<file path="src/rtl/alu_mdu.sv">
// RV32I ALU plus M-extension execute unit. Base ops complete in one cycle.
// Multiply and divide iterate one bit per cycle on operand magnitudes.
module alu_mdu #(
    parameter int XLEN = 32
) (
    input  logic            clk,
    input  logic            rst_n,
    input  logic            flush,
    input  logic            in_valid,
    output logic            in_ready,
    input  logic [4:0]      op,
    input  logic [XLEN-1:0] d0,
    input  logic [XLEN-1:0] d1,
    output logic            out_valid,
    input  logic            out_ready,
    output logic [XLEN-1:0] y,
    output logic            busy
);
    localparam int SHW = $clog2(XLEN);
    localparam int CW  = SHW + 1;
    localparam logic [XLEN-1:0] MINV = {1'b1, {(XLEN-1){1'b0}}};

    typedef enum logic [1:0] {IDLE, BUSY, DONE} state_t;

    state_t            r_state;
    logic [CW-1:0]     r_cnt;
    logic [2:0]        r_mop;
    logic              r_neg;
    logic [XLEN-1:0]   r_y;
    logic [2*XLEN-1:0] r_acc;
    logic [2*XLEN-1:0] r_mcand;
    logic [XLEN-1:0]   r_mplier;
    logic [XLEN-1:0]   r_rem;
    logic [XLEN-1:0]   r_quo;
    logic [XLEN-1:0]   r_dvs;

    // Handshakes: a transfer happens on a rising edge where valid and ready are
    // both high; the producer holds its payload stable until that edge.
    assign in_ready  = (r_state == IDLE);
    assign out_valid = (r_state == DONE);
    assign busy      = (r_state != IDLE);
    assign y         = r_y;

    logic            w_m, w_div, w_a_sgn, w_b_sgn, w_a_neg, w_b_neg;
    logic            w_dz, w_ovf, w_neg;
    logic [SHW-1:0]  w_sh;
    logic [XLEN-1:0] w_a_mag, w_b_mag, w_special, w_base;

    assign w_m       = op[4] & ~op[3];
    assign w_div     = w_m & op[2];
    assign w_a_sgn   = op[2] ? ~op[0] : (op[1:0] != 2'b11);
    assign w_b_sgn   = op[2] ? ~op[0] : ~op[1];
    assign w_a_neg   = w_a_sgn & d0[XLEN-1];
    assign w_b_neg   = w_b_sgn & d1[XLEN-1];
    assign w_a_mag   = w_a_neg ? -d0 : d0;
    assign w_b_mag   = w_b_neg ? -d1 : d1;
    // Remainder follows the dividend's sign; quotient and product follow the xor.
    assign w_neg     = (op[2] & op[1]) ? w_a_neg : (w_a_neg ^ w_b_neg);
    assign w_dz      = (d1 == '0);
    assign w_ovf     = ~op[0] & (d0 == MINV) & (d1 == '1);
    assign w_special = w_dz ? (op[1] ? d0 : '1) : (op[1] ? '0 : d0);
    assign w_sh      = d1[SHW-1:0];

    always_comb begin
        w_base = '0;
        case (op)
            5'b00000: w_base = d0 + d1;
            5'b00001: w_base = d0 - d1;
            5'b00010: w_base = d0 & d1;
            5'b00011: w_base = d0 | d1;
            5'b00100: w_base = d0 ^ d1;
            5'b00101: w_base = {{(XLEN-1){1'b0}}, $signed(d0) < $signed(d1)};
            5'b00110: w_base = {{(XLEN-1){1'b0}}, d0 < d1};
            5'b00111: w_base = d0 << w_sh;
            5'b01000: w_base = d0 >> w_sh;
            5'b01001: w_base = $signed(d0) >>> w_sh;
            default:  w_base = '0;
        endcase
    end

    logic [2*XLEN-1:0] w_acc_nx, w_prod;
    logic [XLEN:0]     w_diff;
    logic [XLEN-1:0]   w_rem_sh, w_rem_nx, w_quo_nx, w_q_fin, w_r_fin, w_fin;

    assign w_acc_nx = r_mplier[0] ? (r_acc + r_mcand) : r_acc;
    assign w_prod   = r_neg ? -w_acc_nx : w_acc_nx;
    // Restoring step: a borrow out of the top bit means the trial subtract failed.
    assign w_rem_sh = {r_rem[XLEN-2:0], r_quo[XLEN-1]};
    assign w_diff   = {r_rem, r_quo[XLEN-1]} - {1'b0, r_dvs};
    assign w_rem_nx = w_diff[XLEN] ? w_rem_sh : w_diff[XLEN-1:0];
    assign w_quo_nx = {r_quo[XLEN-2:0], ~w_diff[XLEN]};
    assign w_q_fin  = r_neg ? -w_quo_nx : w_quo_nx;
    assign w_r_fin  = r_neg ? -w_rem_nx : w_rem_nx;

    always_comb begin
        w_fin = '0;
        case (r_mop)
            3'b000:         w_fin = w_prod[XLEN-1:0];
            3'b100, 3'b101: w_fin = w_q_fin;
            3'b110, 3'b111: w_fin = w_r_fin;
            default:        w_fin = w_prod[2*XLEN-1:XLEN];
        endcase
    end

    always_ff @(posedge clk or negedge rst_n) begin
        if (!rst_n) begin
            r_state  <= IDLE;
            r_cnt    <= '0;
            r_mop    <= '0;
            r_neg    <= 1'b0;
            r_y      <= '0;
            r_acc    <= '0;
            r_mcand  <= '0;
            r_mplier <= '0;
            r_rem    <= '0;
            r_quo    <= '0;
            r_dvs    <= '0;
        end else if (flush) begin
            r_state <= IDLE;
            r_cnt   <= '0;
            r_y     <= '0;
        end else begin
            case (r_state)
                IDLE: if (in_valid) begin
                    if (!w_m) begin
                        r_y     <= w_base;
                        r_state <= DONE;
                    end else if (w_div && (w_dz || w_ovf)) begin
                        r_y     <= w_special;
                        r_state <= DONE;
                    end else begin
                        r_mop    <= op[2:0];
                        r_neg    <= w_neg;
                        r_acc    <= '0;
                        r_mcand  <= {{XLEN{1'b0}}, w_a_mag};
                        r_mplier <= w_b_mag;
                        r_rem    <= '0;
                        r_quo    <= w_a_mag;
                        r_dvs    <= w_b_mag;
                        r_cnt    <= CW'(XLEN);
                        r_state  <= BUSY;
                    end
                end
                BUSY: begin
                    r_acc    <= w_acc_nx;
                    r_mcand  <= r_mcand << 1;
                    r_mplier <= r_mplier >> 1;
                    r_rem    <= w_rem_nx;
                    r_quo    <= w_quo_nx;
                    r_cnt    <= r_cnt - CW'(1);
                    if (r_cnt == CW'(1)) begin
                        r_y     <= w_fin;
                        r_state <= DONE;
                    end
                end
                DONE: if (out_ready) r_state <= IDLE;
                default: r_state <= IDLE;
            endcase
        end
    end
endmodule

</file>
<file path="config.mk">
export PLATFORM = sky130hd
export DESIGN_NAME = alu_mdu
export DESIGN_NICKNAME = d
export VERILOG_FILES = /design/src/rtl/alu_mdu.sv
export SDC_FILE = /design/constraint.sdc
export NUM_CORES = 2
export LEC_CHECK = 0
export CORE_ASPECT_RATIO = 0.5
export CORE_MARGIN = 2
export CORE_UTILIZATION = 35
export CTS_BUF_LIST = sky130_fd_sc_hd__clkbuf_16
export CTS_CLUSTER_SIZE = 16
export DETAILED_ROUTE_END_ITERATION = 8
export SYNTH_ARGS = -nofsm -noshare
export SYNTH_HDL_FRONTEND = slang
export SYNTH_SLANG_ARGS = --single-unit
</file>
<file path="constraint.sdc">
create_clock -name clk -period 5.5 [get_ports clk]
set_clock_uncertainty 0.1 [all_clocks]
set_input_delay 0.825 -clock clk [delete_from_list [all_inputs] [get_ports clk]]
set_output_delay 0.825 -clock clk [all_outputs]
set_load 0.01 [all_outputs]
</file>
**After elaboration in Yosys (flattened, before gate mapping)**

Index checks and enable logic that the tools add are counted.

- Flip-flop bits (word level): 300
- Latch bits: 0
- Bits in writable memories: 0
- Bits in read-only memories: 0
- Logic and storage cells: 140
- Memories: 0

- Add/sub/neg operators: 10
- Multiply operators: 0
- Divide/modulo/power cells: 0
- Magnitude comparators: 2
- Equality and inequality tests: 28
- Shifts and indexed selects: 3
- Mux-type cells: 53
- Bitwise logic cells: 17
- Reduce and logical (&&, ||, !) cells: 16

Operator list:

| cell | count |
|---|---|
| $mux 32 | 22 |
| $mux 64 | 8 |
| $pmux 32 s10 | 1 |
| $pmux 32 s2 | 4 |
| $pmux 64 s2 | 2 |
| $neg 32->32 | 4 |
| $pmux 32 s3 | 1 |
| $add 64x64->64 | 1 |
| $eq 32x32->1 const B | 2 |
| $lt 32x32->1 | 2 |
| $neg 64->64 | 1 |
| $sub 33x32->33 | 1 |
| $add 32x32->32 | 1 |
| $and 32x32->32 | 1 |
| $logic_not 32->1 | 1 |
| $or 32x32->32 | 1 |
| $shl 32x5->32 | 1 |
| $shr 32x5->32 | 1 |
| $sshr 32x5->32 | 1 |
| $sub 32x32->32 | 1 |
| $xor 32x32->32 | 1 |
| $mux 6 | 4 |
| $eq 5x3->1 const B | 4 |
| $eq 3x3->1 const B | 4 |
| other kinds (30) | 59 |

**Logic depth before layout (Yosys ltp)**

- Depth in word-level cells: 10
- Mapped depth: 29
- Mapped depth without buffers: 25

**Least setup slack after synthesis**

OpenSTA, ideal clock, no wires.

- Path kind: flip-flop to flip-flop
- Start: register r_quo[31]
- End: register r_y[22] (netlist: y[22])
- Setup time: 0.095 ns
- Data arrival time: 5.591 ns
- Setup slack: -0.287 ns
- Cell stages (with the launch flop): 27
- Period minus slack after synthesis: 5.787 ns
- Cell sequence: dfrtp_1 -> inv_1 -> ha_1 -> inv_1 -> fa_1 -> a211oi_1 -> o211ai_1 -> a31o_2 -> o2111a_1 -> a31oi_1 -> xnor2_1 -> inv_1 -> buf_2 -> buf_1 -> buf_1 -> mux2i_1 -> ha_1 -> nor2b_1 -> nand3_1 -> nor4_1 -> a41oi_1 -> or3b_2 -> clkbuf_1 -> o31a_1 -> o21ai_0 -> a21oi_1 -> o31ai_1

- Cells in the longest elaborated chain, start to end: 8
- Elaborated cells between the ends (all ways): 11
- Classes of those cells: 3 x add/sub; 7 x mux; 1 x bitwise

Ends and longest elaborated chain:

| item | line | text |
|---|---|---|
| start: declaration | 34 | `logic [XLEN-1:0] r_quo;` |
| start signal: assignment | 138 | `r_quo <= w_a_mag;` |
| start signal: assignment | 149 | `r_quo <= w_quo_nx;` |
| $sub 33x32->33 | 89 | `assign w_diff = {r_rem, r_quo[XLEN-1]} - {1'b0, r_dvs};` |
| $mux 32 or $not 1->1 (tied branches) | 90, 91 |  |
| $neg 32->32, on equally long branches | 93, 92 |  |
| $mux 32, on equally long branches | 93, 92 |  |
| $pmux 32 s3 (*) | 97 | `case (r_mop)` |
| $mux 32 (*) | 151 | `if (r_cnt == CW'(1)) begin` |
| $pmux 32 s2 (*) | 123 | `case (r_state)` |
| $mux 32 (*) | 118 | `end else if (flush) begin` |
| end signal: assignment | 126 | `r_y <= w_base;` |
| end signal: assignment | 129 | `r_y <= w_special;` |
| end signal: assignment | 152 | `r_y <= w_fin;` |
| end: declaration | 29 | `logic [XLEN-1:0] r_y;` |

Mark *: on every way between the ends. The rest lies on a longest branch, timed or not. The select of a mux whose other input is x is not followed.
A chain may end at the register's enable or synchronous reset.

**Worst setup path after layout**

- Start: register r_mcand[6]
- End: register r_y[18] (netlist: y[18])

- Cells in the longest elaborated chain, start to end: 8

Ends and longest elaborated chain:

| item | line | text |
|---|---|---|
| start: declaration | 31 | `logic [2*XLEN-1:0] r_mcand;` |
| start signal: assignment | 135 | `r_mcand <= {{XLEN{1'b0}}, w_a_mag};` |
| start signal: assignment | 146 | `r_mcand <= r_mcand << 1;` |
| $add 64x64->64 (*) | 85 | `assign w_acc_nx = r_mplier[0] ? (r_acc + r_mcand) : r_acc;` |
| $mux 64 (*) | 85 |  |
| $neg 64->64 | 86 | `assign w_prod = r_neg ? -w_acc_nx : w_acc_nx;` |
| $mux 64 (*) | 86 |  |
| $pmux 32 s3 (*) | 97 |  |
| $mux 32 (*) | 151 |  |
| $pmux 32 s2 (*) | 123 |  |
| $mux 32 (*) | 118 |  |

Marks and branches as above.

==> summary by stage <==
Final layout
In the layout the commonest cells are nand2_1 (536), o21ai_0 (491), a21oi_1 (418). The fill cell total of the finished layout is slightly below 10000. Cells with a size suffix above 1 make up 11.1% of the layout. The area growth from synthesis to layout is 15.1%. Once layout is complete, the utilization of the core stands at 40.6%. The count of cells in the finished layout, fillers not included, comes to ~5900. The most frequent standard cell in the layout excluding fill and tap cells is nand2_1. The net count of the finished layout is about 4900. The final non-filler cell area is slightly below 40000 µm².

Setup path
In this run the worst path has a maximum fanout of 8. The type of origin of the critical path is a register. Data on the critical path is required at its endpoint by a little under 6 ns. The most numerous cell on the critical path is o21ai_0. The category of the worst setup path capture point is a register. Traced cell by cell, the critical path runs through ha_1 -> a21oi_1 -> o21ai_1 -> a22o_1 -> a311oi_2 -> o211a_1 -> xnor2_1 -> mux2_2 -> or4_1 -> and4bb_2 -> nand4_1 -> o21ai_0 -> xor2_1 -> nor2_1 -> o21ai_0. Data on the critical path arrives at its endpoint at ~5.8 ns. On the critical path, the stage with the largest delay is an instance of or4_1. The longest individual stage delay on the worst path is ~0.57 ns. The worst setup path is of the reg2reg kind.

Global route
The initial antenna violation count is 8. Global routing finished with a remaining overflow of 0. The aggregate global-route resource usage is roughly a third. Entering global routing, the biggest net connects ~120 pins. The number of global-route vias before repair came to about 35000. The first global-routing pass estimated 237000 µm of wire.

STA
Setup repair after global routing could not meet its margin everywhere. The post-route minimum period is 5.44 ns. The setup TNS is 0 ns. The remaining max-slew budget at the tightest pin is a little under an eighth.

Dividing the final minimum period by the clock period gives 98.9%. The number of hold violations in the final report is 0. The max-slew violation count is 0. The achievable frequency is approximately 0.18 GHz. The final setup violation count is 0.

For the pin with the worst max-slew slack, the measured transition is ~1.3 ns.

Power
The power per unit of standard cell area is between 300 and 400 nW/µm². The design draws ~0.015 W. For this design the static power due to leakage is 16.0 nW. Across the VDD grid, the largest voltage drop is around 220 µV.

Clocking
TritonCTS created 36 clock buffers. The tree is rooted in a clkbuf_16. For the worst-skew pair, the clock arrives at the later sink with an insertion delay of between 0.5 and 0.6 ns.

The count of clock tree sinks is 300. The maximum root-to-sink buffer count is 3. Clock-pin slew was measured on the worst setup and hold paths at about 0.06 ns. The count of hold buffers inserted by post-cts repair is 0. The CTS tree is done. The number of H-tree levels is 2.

Synth
Of all flip-flops after synthesis, the portion carrying an async set or reset was 100%. After synthesis, the netlist uses between 100 and 150 different library cells. Ranked by total cell area, the synthesized netlist is headed by dfrtp_1 (22%), ha_1 (7.5%), o21ai_0 (7.4%), a21oi_1 (6.3%), nand2_1 (6.0%). Counting every net in the synthesized netlist gives between 4000 and 5000. The cell type contributing the most total cell area after synthesis is dfrtp_1. The leading register cell type out of synthesis is dfrtp_1. The synthesized design devotes to its leading area cell type 22.4% of total area. The count of yosys warnings during synthesis is 0.

The number of enable flip-flop cells after synthesis is 0. The number of instances in the synthesized netlist is approximately 4500. In this run, synthesis produced a sequential element count of 300. The area of the mapped netlist is ~34000 µm². In this run the mean area of a mapped cell was roughly 7.4 µm². The proportion of synthesized chip area in sequential cells is ~22%.

Floorplanning
The starting utilization of the core area is 35.2%. In this run the vertical extent of the chip is between 200 and 250 µm. The core area is 95200 µm².

about 110 I/O pins were placed. The die covers 98500 µm². The die width is between 400 and 500 µm. The site row count is 80.

Hold path
The worst hold path class is in2async.

Placement
During placement, the flow inserted port buffers numbering approximately 110. The total half-perimeter wirelength after legalization and detailed placement is between 100000 and 150000 µm. The instance area at placement is ~37000 µm². Counting tap cells, the placed design contains a total of 5859 instances. The routability congestion estimate is a little over 1.

Status
The run finished with clean final reports.

Routing
Dividing the detail-routed via count by the number of cells gives approximately 6.3. After detailed routing, the total wire length is between 150000 and 200000 µm. The count of nets left with antenna violations once routing finished came out at 0. For this block, the via count after detailed routing is between 30000 and 40000. The DRC violation count after routing is 0. The pre-antenna-repair detailed-routing pass consisted of 7 iterations. In this run, the number of DRC markers left after iteration 0 of detailed routing was 4778. In the final routed layout, each cell accounts on average for about 27 µm.

Flow run
The tool flagged a number of max-cap violations equal to 0.
metal layers:
layer | part of all wire (%) | track usage [%] | up-vias
met5 | 0.015 | 0 | -
met4 | 4.5 | 12.7 | 4
met3 | 9.4 | 6.78 | 292
met2 | 42 | 46.9 | 1819
met1 | 44 | 44.9 | 18400
li1 | - | - | 16900
critical path, delay by kind of cell (launching register included):
family / cells / cell delay [ns]
multiplexers: 1 / 0.34
AO/OA/AOI/OAI: 7 / 2.22
flip-flops: 1 / 0.47
adder cells (fa/ha/maj): 1 / 0.42
XOR/XNOR: 2 / 0.21
AND/OR/NAND/NOR: 4 / 1.55
logic make-up (layout without fill, tap and decap cells):
group,Yosys count,in the layout,share of synthesized area (%)
adders and majority gates,205,205,7.73
and+or+nand+nor,1494,1494,20.6
buffers and inverters,501,619,5.79
other,0,2,0
AOI/OAI and AO/OA,1658,1658,31.8
xor gates and xnor gates,214,214,5.59
muxes,164,164,6.09
DFF,300,300,22.4
sequential cells by signal, indices dropped and copies added, names as in the netlist, 6 cells and up:
signal	count
r_cnt	6
r_acc	64
r_rem	32
r_dvs	32
y	32
r_mplier	32
r_quo	32
r_mcand	64
area by class of cell:
cell class	count	area, µm²	share of cell area (%)
multi-input cells	3735	24400	63.2
flip-flops and latches	300	7510	19.5
repair buffers	383	3270	8.47
well taps	1271	1590	4.12
clock buffers	37	926	2.40
inverters	172	646	1.67
clock inverters	27	279	0.722
diodes	2	5.00	0.0130
Yosys cell counts, types with 33 or more instances:
| cell type | number |
|---|---|
| and3_1 | 33 |
| inv_1 | 167 |
| nand3_1 | 78 |
| o221ai_1 | 38 |
| nand2_1 | 537 |
| xnor2_1 | 156 |
| ha_1 | 200 |
| or3_1 | 35 |
| o22ai_1 | 34 |
| clkbuf_1 | 250 |
| buf_1 | 41 |
| nand4_1 | 52 |
| nor3_1 | 131 |
| xor2_1 | 58 |
| a21oi_1 | 422 |
| o31ai_1 | 54 |
| a31oi_1 | 42 |
| a22oi_1 | 50 |
| a211oi_1 | 44 |
| nand2b_1 | 49 |
| dfrtp_1 | 300 |
| nor2_1 | 404 |
| o211ai_1 | 48 |
| a22o_1 | 53 |
| mux2i_1 | 115 |
| nor4_1 | 37 |
| buf_2 | 33 |
| o21ai_0 | 498 |
| a221oi_1 | 46 |
| a21o_1 | 56 |
per-stage QoR:
step           setup slack, ns  hold slack (ns)
3_5_place_dp            -0.407            0.370
5_1_grt                -0.0463            0.133
4_1_cts                 0.0467            0.111
3_3_place_gp            -0.529            0.364
2_1_floorplan          0.00424            0.349
6_report                0.0589           0.0851
where the power goes:
part / switching [W] / internal, W / total [W] / leakage (nW)
clock: 0.00112 / 0.00147 / 0.00259 / 0.578
combinational: 0.00559 / 0.00310 / 0.00869 / 11.5
sequential: 0.000675 / 0.00267 / 0.00334 / 3.96
what timing repair did:
action                                  CTS  global route
gates resized for setup                   5            40
cloned                                    0             0
endpoints found under the setup margin    2            21
pin swaps                                 1            12
setup buffers                             0             2
worst paths after layout:
| kind | start | depth (start not counted) | to | slack, ns |
|---|---|---|---|---|
| min in group clk | r_mplier[24] | 2 | r_mplier[24] | 0.38 |
| max reg2reg | r_mcand[6] | 15 | y[18] | 0.06 |
| min | rst_n | 1 | r_mcand[1] | 0.09 |
| min reg2reg | r_mplier[24] | 2 | r_mplier[24] | 0.38 |
| max in group asynchronous | rst_n | 2 | r_acc[56] | 3.75 |
| max | r_mcand[6] | 15 | y[18] | 0.06 |
No activity file was read; power rests on OpenSTA's default activity.
